**config.mk**
```make
export PLATFORM = sky130hd
export DESIGN_NAME = led_anim_scheduler
export DESIGN_NICKNAME = d
export VERILOG_FILES = /design/src/rtl/led_anim_scheduler.sv
export SDC_FILE = /design/constraint.sdc
export NUM_CORES = 1
export LEC_CHECK = 0
export ABC_AREA = 1
export CAP_MARGIN = 20
export CORE_UTILIZATION = 35
export DETAILED_ROUTE_END_ITERATION = 6
export GPL_TIMING_DRIVEN = 0
export PLACE_DENSITY = 0.62
export SETUP_SLACK_MARGIN = 0.3
export SKIP_CTS_REPAIR_TIMING = 1
export SYNTH_ARGS = -nofsm -noshare
export SYNTH_HDL_FRONTEND = slang
export SYNTH_SLANG_ARGS = --single-unit
```
**constraint.sdc**
```tcl
create_clock -name clk -period 7.6 [get_ports clk]
set_input_delay 1.14 -clock clk [delete_from_list [all_inputs] [get_ports clk]]
set_output_delay 1.14 -clock clk [all_outputs]
set_load 0.1 [all_outputs]
```
**src/rtl/led_anim_scheduler.sv**
```systemverilog
// LED animation scheduler: debounced start/pause, speed-swap and clear buttons
// drive a three-state run FSM and two interval counters, producing
// one-cycle advance strobes for the outer and inner LED channels.
module led_anim_scheduler #(
    parameter int FAST_PERIOD = 8388608,
    parameter int SLOW_PERIOD = 33554432,
    parameter int DB_CYCLES   = 65536
) (
    input  logic       clk,
    input  logic       rst,
    input  logic       btn_run,
    input  logic       btn_speed,
    input  logic       btn_clear,
    output logic       step_a,
    output logic       step_b,
    output logic       speed,
    output logic       clr,
    output logic [1:0] state
);

    localparam int FW = (FAST_PERIOD > 1) ? $clog2(FAST_PERIOD) : 1;
    localparam int SW = (SLOW_PERIOD > 1) ? $clog2(SLOW_PERIOD) : 1;
    localparam int DW = (DB_CYCLES > 1) ? $clog2(DB_CYCLES) : 1;

    localparam logic [FW-1:0] FAST_LAST = FW'(FAST_PERIOD - 1);
    localparam logic [SW-1:0] SLOW_LAST = SW'(SLOW_PERIOD - 1);
    localparam logic [DW-1:0] DB_LAST   = DW'(DB_CYCLES - 1);

    // Button lane indices within the packed button vectors.
    localparam int B_RUN   = 0;
    localparam int B_SPEED = 1;
    localparam int B_CLEAR = 2;

    typedef enum logic [1:0] {
        ST_IDLE  = 2'b00,
        ST_RUN   = 2'b01,
        ST_PAUSE = 2'b10
    } state_t;

    logic [2:0]    w_btn_raw;
    logic [2:0]    r_sync1;
    logic [2:0]    r_sync2;
    logic [2:0]    r_db_level;
    logic [2:0]    r_db_prev;
    logic [DW-1:0] r_db_cnt [3];
    logic [2:0]    w_press;

    state_t        r_state;
    state_t        w_state_nxt;
    logic          r_speed;
    logic          r_clr;
    logic [FW-1:0] r_fast_cnt;
    logic [SW-1:0] r_slow_cnt;
    logic          w_fast_tick;
    logic          w_slow_tick;

    assign w_btn_raw = {btn_clear, btn_speed, btn_run};

    // Press pulse: high for the one cycle after a debounced level rises.
    assign w_press = r_db_level & ~r_db_prev;

    // Two-flop synchronizer for the raw asynchronous buttons.
    always_ff @(posedge clk or posedge rst) begin
        if (rst) begin
            r_sync1 <= 3'b000;
            r_sync2 <= 3'b000;
        end else begin
            r_sync1 <= w_btn_raw;
            r_sync2 <= r_sync1;
        end
    end

    // Debounce: accept a new level after DB_CYCLES consecutive disagreeing cycles.
    always_ff @(posedge clk or posedge rst) begin
        if (rst) begin
            r_db_level <= 3'b000;
            r_db_prev  <= 3'b000;
            for (int i = 0; i < 3; i++) begin
                r_db_cnt[i] <= '0;
            end
        end else begin
            r_db_prev <= r_db_level;
            for (int i = 0; i < 3; i++) begin
                if (r_sync2[i] != r_db_level[i]) begin
                    if (r_db_cnt[i] == DB_LAST) begin
                        r_db_level[i] <= r_sync2[i];
                        r_db_cnt[i]   <= '0;
                    end else begin
                        r_db_cnt[i] <= r_db_cnt[i] + DW'(1);
                    end
                end else begin
                    r_db_cnt[i] <= '0;
                end
            end
        end
    end

    // Next-state logic: clear wins over run; run toggles RUN/PAUSE.
    always_comb begin
        w_state_nxt = ST_IDLE;
        if (w_press[B_CLEAR]) begin
            w_state_nxt = ST_IDLE;
        end else begin
            case (r_state)
                ST_IDLE:  w_state_nxt = w_press[B_RUN] ? ST_RUN   : ST_IDLE;
                ST_RUN:   w_state_nxt = w_press[B_RUN] ? ST_PAUSE : ST_RUN;
                ST_PAUSE: w_state_nxt = w_press[B_RUN] ? ST_RUN   : ST_PAUSE;
                default:  w_state_nxt = ST_IDLE;
            endcase
        end
    end

    // State, speed flag and clear strobe registers.
    always_ff @(posedge clk or posedge rst) begin
        if (rst) begin
            r_state <= ST_IDLE;
            r_speed <= 1'b0;
            r_clr   <= 1'b0;
        end else begin
            r_state <= w_state_nxt;
            r_speed <= r_speed ^ w_press[B_SPEED];
            r_clr   <= w_press[B_CLEAR];
        end
    end

    // Interval counters: run in RUN, hold in PAUSE, zero in IDLE or on a speed swap.
    always_ff @(posedge clk or posedge rst) begin
        if (rst) begin
            r_fast_cnt <= '0;
            r_slow_cnt <= '0;
        end else if (w_press[B_SPEED]) begin
            r_fast_cnt <= '0;
            r_slow_cnt <= '0;
        end else begin
            case (r_state)
                ST_RUN: begin
                    r_fast_cnt <= (r_fast_cnt == FAST_LAST) ? '0 : r_fast_cnt + FW'(1);
                    r_slow_cnt <= (r_slow_cnt == SLOW_LAST) ? '0 : r_slow_cnt + SW'(1);
                end
                ST_PAUSE: begin
                    r_fast_cnt <= r_fast_cnt;
                    r_slow_cnt <= r_slow_cnt;
                end
                default: begin
                    r_fast_cnt <= '0;
                    r_slow_cnt <= '0;
                end
            endcase
        end
    end

    assign w_fast_tick = (r_state == ST_RUN) && (r_fast_cnt == FAST_LAST);
    assign w_slow_tick = (r_state == ST_RUN) && (r_slow_cnt == SLOW_LAST);

    // The speed flag swaps which interval drives which channel.
    assign step_a = r_speed ? w_slow_tick : w_fast_tick;
    assign step_b = r_speed ? w_fast_tick : w_slow_tick;
    assign speed  = r_speed;
    assign clr    = r_clr;
    assign state  = r_state;

endmodule

```
==> results.sh <==
export IMPL_syn_to_final_growth_pct=12.07
export IMPL_nets=776
export IMPL_insertion_delay_ns=0.35
export IMPL_grt_start_max_net_pins=94
export IMPL_power_density_nw_per_um2=168.9
export IMPL_die_h_um=132.0
export IMPL_vias_per_cell=4.788
export IMPL_cp_required_ns=6.46
export IMPL_drt_total_wl_um=12090
export IMPL_initial_utilization=0.3577
export IMPL_r2r_cells=6
export IMPL_cp_max_fo=5
export IMPL_fillers=1702
export IMPL_postLayoutCoreUtil=0.4008
export IMPL_crit_path_end="step_a"
export IMPL_grt_pass1_vias=4480
export IMPL_synthXorXnorAreaFrac=0.04742
export IMPL_core_um2=16520
export IMPL_criticalPathCategory="reg2out"
export IMPL_first_pass_iters=4
export IMPL_grt_pass1_wl_um=20970
export IMPL_synth_edf_count=0
export IMPL_finalSetupTns_ns=0
export IMPL_die_width_um=132.0
export IMPL_vias=4745
export IMPL_synth_main_ff_cell="dfrtp_1"
export IMPL_final_max_slew_viol_count=0
export IMPL_wl_per_cell_um=12.19
export IMPL_dpl_hpwl_um=8629
export IMPL_dieArea_um2=17410
export IMPL_num_rows=47
export IMPL_clk_pin_slew_ns=0.07
export IMPL_timing_rr_end="r_slow_cnt[10]"
export IMPL_start_kind="register"
export IMPL_track_usage=0.1488
export IMPL_seq_area_frac_synth=0.4742
export IMPL_drive_gt1_frac=0.07393
export IMPL_cts_htree_levels=3
export IMPL_leakagePower_uw=0.002826
export IMPL_place_congestion=0.8569
export IMPL_grt_remaining_overflow=0
export IMPL_worstMarginPinSlew_ns=0.9731
export IMPL_critical_path_max_stage_delay_ns=1.16
export IMPL_crit_arrival_ns=2.94
export IMPL_rsz0062_at_grt="no"
export IMPL_clock_sinks=112
export IMPL_crit_start="r_slow_cnt[0]"
export IMPL_antenna_found_initial=0
export IMPL_crit_family="buffers and inverters"
export IMPL_synth_top_family_by_area="simple AND/OR/NAND/NOR gates"
export IMPL_multi_input_area_um2=2711
export IMPL_clock_root_buffer="clkbuf_16"
export IMPL_ys_ff_latch=112
export IMPL_cts_tree="yes"
export IMPL_status="completed"
export IMPL_drv_cap=0
export IMPL_synth_simple_area_share=0.3063
export IMPL_endpoint_kind="output pin"
export IMPL_synth_compound_area_frac=0.09441
export IMPL_synth_cell_type_count=41
export IMPL_yosys_warnings=0
export IMPL_drt_iter0_drc=213
export IMPL_worstPathCellList="ha_1 -> nand2_1 -> nor2_2 -> nand2_2 -> nor2_4 -> nand4_1 -> o21ai_0 -> clkdlybuf4s50_1"
export IMPL_hold_viol_final=0
export IMPL_crit_buf_inv=1
export IMPL_relSlewSlack=0.3492
export IMPL_final_antenna_net_count=0
export IMPL_post_route_min_period_ns=4.085
export IMPL_slowest_stage="clkdlybuf4s50_1"
export IMPL_port_buffer_count=10
export IMPL_r2r_slack_ns=5.84
export IMPL_cts_made_buffers=9
export IMPL_synthesis_instances=744
export IMPL_synthMuxAreaShare=0
export IMPL_diodes=0
export IMPL_io_pins=11
export IMPL_min_path_type="reg2reg"
export IMPL_synthesis_nets=754
export IMPL_clock_skew_ns=0.004953
export IMPL_min_period_over_period=0.5374
export IMPL_ir_drop_mv=0.09536
export IMPL_worst_path_stages=8
export IMPL_rr_startpoint="r_db_level[1]"
export IMPL_synthAdderAreaFrac=0.01058
export IMPL_ys_async_sr_fraction=1.000
export IMPL_mappedNetlistArea_um2=5911
export IMPL_regArea_um2=2803
export IMPL_drc_errors=0
export IMPL_setup_violations_final=0
export IMPL_cts_buffer_depth=2
export IMPL_syn_avg_cell_area_um2=7.944
export IMPL_fmax_ghz=0.2448
cells by family (layout without fill, tap and decap cells):
group           count (synthesis)  after routing
fa+ha+maj                       5              5
buf+inv                        98            125
simple gates                  402            402
xor+xnor                       32             32
flops                         112            112
compound gates                 95             95
cell usage in the layout, fill, tap and decap left out, types with 5 or more instances in the layout:
| cell | Yosys | final |
|---|---|---|
| a211oi_1 | 5 | 5 |
| dfrtp_1 | 112 | 112 |
| nand2_2 | 6 | 6 |
| nor2_2 | 7 | 7 |
| xor2_1 | 22 | 22 |
| nand4_1 | 22 | 22 |
| clkdlybuf4s50_1 | 0 | 10 |
| nor2_1 | 131 | 131 |
| ha_1 | 5 | 5 |
| a21oi_1 | 36 | 36 |
| nand2_1 | 146 | 146 |
| o21ai_0 | 29 | 29 |
| inv_1 | 86 | 85 |
| xnor2_1 | 10 | 10 |
| nor2_4 | 7 | 7 |
| nor3_1 | 25 | 25 |
| clkbuf_16 | 0 | 9 |
| nand3_1 | 47 | 47 |
where the power goes:
group          leakage (uW)  internal (uW)  switching (uW)
clock              0.000148            260             227
combinational       0.00113           7.70            20.3
sequential          0.00154            601            3.64
total               0.00283            868             250
state kept, by name, summed over array words and instances (netlist names):
register    flops
r_db_prev       3
clr             1
r_slow_cnt     25
r_fast_cnt     23
r_sync2         3
state           2
r_db_level      3
speed           1
r_db_cnt       48
r_sync1         3
cell usage after synthesis, types with 2 or more instances:
library cell  number  share of area
a21oi_1           36          0.030
nand2_2            6         0.0064
nand3_1           47          0.040
o21ai_4            2         0.0055
a211oi_1           5         0.0064
dfrtp_1          112           0.47
nand4_1           22          0.023
ha_1               5          0.011
nand2_1          146          0.093
nor3b_1            3         0.0038
nor2_2             7         0.0074
xnor2_1           10          0.015
nor3_4             2         0.0055
o21ai_1            2         0.0017
o22ai_1            4         0.0042
a31oi_1            4         0.0042
inv_1             86          0.055
o31a_1             2         0.0030
nand3_2            4         0.0068
buf_4              2         0.0025
nor2_4             7          0.013
xor2_1            22          0.033
nor2_1           131          0.083
buf_2              4         0.0034
o21ai_0           29          0.025
nor3_1            25          0.021
a21o_1             4         0.0051
clkbuf_1           2         0.0013
worst min path at each step:
stage | start | end | slack, ns | cells past startpoint
after detailed placement | r_sync1[0] | r_sync2[0] | 0.34 | 0
after floorplan | r_sync1[0] | r_sync2[0] | 0.33 | 0
after global routing | r_sync1[1] | r_sync2[1] | 0.36 | 0
after CTS | r_sync1[1] | r_sync2[1] | 0.36 | 0
after global placement | r_sync1[0] | r_sync2[0] | 0.33 | 0
final | r_sync1[1] | r_sync2[1] | 0.36 | 0
metrics by stage:
stage	area (um2)	hold WS [ns]	setup WS (ns)	instances	total power, uW
after floorplan	5911	0.3312	2.903	744	634.3
final	6624	0.3578	3.515	991	1119
after global placement	6286	0.3335	1.731	974	643.6
after detailed placement	6319	0.3372	3.896	975	645.7
after CTS	6624	0.3599	3.473	991	1136
after global routing	6624	0.3625	3.243	991	1161
final cells by class:
type                    count  area share
inverters                  89     0.05195
plain buffers               9    0.008689
flip-flops and latches    112      0.4231
well taps                 220     0.04156
clock buffers               9     0.03400
repair buffers             11     0.01927
multi-input cells         534      0.4093
clock inverters             7     0.01209
per-layer routing:
layer / share of wire / track usage / up-vias
li1: - / - / 2466
met1: 0.50 / 0.1989 / 2194
met2: 0.44 / 0.2343 / 63
met3: 0.040 / 0.02653 / 22
met4: 0.022 / 0.06977 / 0
met5: 0 / 0 / -
No activity file was read; power rests on OpenSTA's default activity.
==> patch: new RTL, same flow settings <==
Reset style: synchronous (`rst`), changed in 4 clocked blocks. Comments in the files are not updated.
--- a/src/rtl/led_anim_scheduler.sv
+++ b/src/rtl/led_anim_scheduler.sv
@@ -60,7 +60,7 @@
     assign w_press = r_db_level & ~r_db_prev;
 
     // Two-flop synchronizer for the raw asynchronous buttons.
-    always_ff @(posedge clk or posedge rst) begin
+    always_ff @(posedge clk) begin
         if (rst) begin
             r_sync1 <= 3'b000;
             r_sync2 <= 3'b000;
@@ -71,7 +71,7 @@
     end
 
     // Debounce: accept a new level after DB_CYCLES consecutive disagreeing cycles.
-    always_ff @(posedge clk or posedge rst) begin
+    always_ff @(posedge clk) begin
         if (rst) begin
             r_db_level <= 3'b000;
             r_db_prev  <= 3'b000;
@@ -111,7 +111,7 @@
     end
 
     // State, speed flag and clear strobe registers.
-    always_ff @(posedge clk or posedge rst) begin
+    always_ff @(posedge clk) begin
         if (rst) begin
             r_state <= ST_IDLE;
             r_speed <= 1'b0;
@@ -124,7 +124,7 @@
     end
 
     // Interval counters: run in RUN, hold in PAUSE, zero in IDLE or on a speed swap.
-    always_ff @(posedge clk or posedge rst) begin
+    always_ff @(posedge clk) begin
         if (rst) begin
             r_fast_cnt <= '0;
             r_slow_cnt <= '0;
Check against the original RTL: no difference found for any inputs over 10 cycles, from zero or initial values and one cycle with rst high; that may be too few to reach the edited logic, so the function may still have changed.
==> patch against the original RTL <==
Worst setup slack lost 0.19 ns. Clock power rose by 1%. Sequential cell count stayed put. Largest cell class is now multi-input gates. Wire length is 11% lower. Die area decreased by 0.23%. Sequential share of layout area shrank 2.0 points. Final area up 2.0%. Power grew 4.8%. Area after synthesis shrank 0.23%.
==> patch: results (changes against the original RTL) <==
[setup_path]
r2r_slack_ns=5.61  ; -0.23 ns
worst_r2r_endpoint=r_db_cnt[0][8]
reg2reg_depth=9  ; +3
regToRegStartpoint=r_db_cnt[0][0]
worst-endpoint-arrival_ns=3.13  ; +0.19 ns
worst_path_largest_cell_delay_ns=1.20  ; +0.04 ns
cpMaxStageDelayCell=clkdlybuf4s50_1

[timing]
timing.hold.ws_ns=0.402  ; +0.0440 ns
tightestPinTransition_ns=1.02  ; +0.0495 ns

[global_routing]
grt_start_max_net_pins=18  ; -81%
first_pass_grt_wire_length_microns=19500  ; -7.1%
grt_total_usage_pct=13.8  ; -1.1 points
grt_pass1_vias=4430  ; -1.1%

[drt]
route.vias.total=4624  ; -2.6%
remaining_drc_errors=0  ; unchanged
detail_route.iter0.violations=325  ; +53%

[logic_synthesis]
synthArstFlopShare_pct=0  ; -100 points
yosys-top-cells-count=164 x nand2_1, 123 x nor2_1, 85 x inv_1
synthTopCellsByArea=edfxtp_1 24%, dfxtp_1 22%, nand2_1 10%, nor2_1 7.8%, inv_1 5.4%
ys_dominant_reg_cell=dfxtp_1
sequential_element_share_of_the_synthesized_area_pct=46.2  ; -1.2 points
synth_enable_flop_cells=48  ; +48

[run_status]
outcome=complete, no violations

[min_path]
min_to=r_sync2[2]
worstHoldPathCells=2  ; +2

[placed_design]
gpl.final_weighted_congestion=0.779  ; -9.1%
dpl.hpwl_microns=7940  ; -8.0%

[power_and_ir_drop]
net-switching-power_uw=249  ; -0.60%
power.ir.vdd_worst_uv=109  ; +14%
power_leakage_uw=0.00250  ; -12%

[finish]
layout-drive-gt1-share_pct=7.86  ; +0.47 points
design.final.nets=832  ; +7.2%

patch: routing by layer:
metal	wire length, microns	global-route usage [%]	vias up
li1	-	-	2527
met1	5530	17.4	2057
met2	4790	22.8	28
met3	221	2.38	12
met4	229	6.65	0
met5	0	0	-
patch: tightest hold or removal path: stages, from the launching register on:
cell	delay, ns
dfxtp_1	0.30
inv_1	0.04
nor2_1	0.03
patch: how the worst max path moves through the flow:
stage          slack, ns  cells past startpoint           from     end
2_1_floorplan       2.84                      4       state[0]  step_a
4_1_cts             3.25                      8  r_slow_cnt[1]  step_b
5_1_grt             3.15                      8  r_slow_cnt[1]  step_b
3_3_place_gp        3.66                      8  r_slow_cnt[1]  step_b
3_5_place_dp        3.65                      8  r_slow_cnt[1]  step_b
6_report            3.33                      8  r_slow_cnt[1]  step_b
patch: logic make-up after synthesis:
logic type      after synthesis  synth area share [%]
compound gates               71                  6.79
xor+xnor                     46                  6.83
fa+ha+maj                     5                  1.06
buf+inv                      98                  6.70
flops                       112                  46.2
other cells                   1                0.0636
simple gates                421                  32.4
patch: layout make-up:
type	count	area, sq um	area share [%]
timing repair buffer	10	100	1.48
clock buffer	11	253	3.74
inverter	86	323	4.78
buffer	12	72.6	1.07
tap	220	275	4.07
multi-input combinational	591	2960	43.7
sequential	112	2720	40.3
clock inverter	5	53.8	0.796
patch: power by group through the flow:
| stage | logic (uW) | registers (uW) | clock network [uW] |
|---|---|---|---|
| floorplan | 24.7 | 660 | 0 |
| global route | 37.9 | 650 | 530 |
| CTS | 32.1 | 648 | 510 |
| finish | 32.2 | 648 | 492 |
| detailed placement | 31.9 | 662 | 0 |
| global placement | 32.0 | 662 | 0 |
patch: through the flow:
| step | setup slack, ns | power, uW | std cells | instance area, sq um |
|---|---|---|---|---|
| 2_1_floorplan | 2.84 | 684 | 801 | 6070 |
| 3_3_place_gp | 3.66 | 694 | 1031 | 6450 |
| 3_5_place_dp | 3.65 | 694 | 1031 | 6450 |
| 4_1_cts | 3.25 | 1190 | 1047 | 6760 |
| 5_1_grt | 3.15 | 1220 | 1047 | 6760 |
| 6_report | 3.33 | 1170 | 1047 | 6760 |
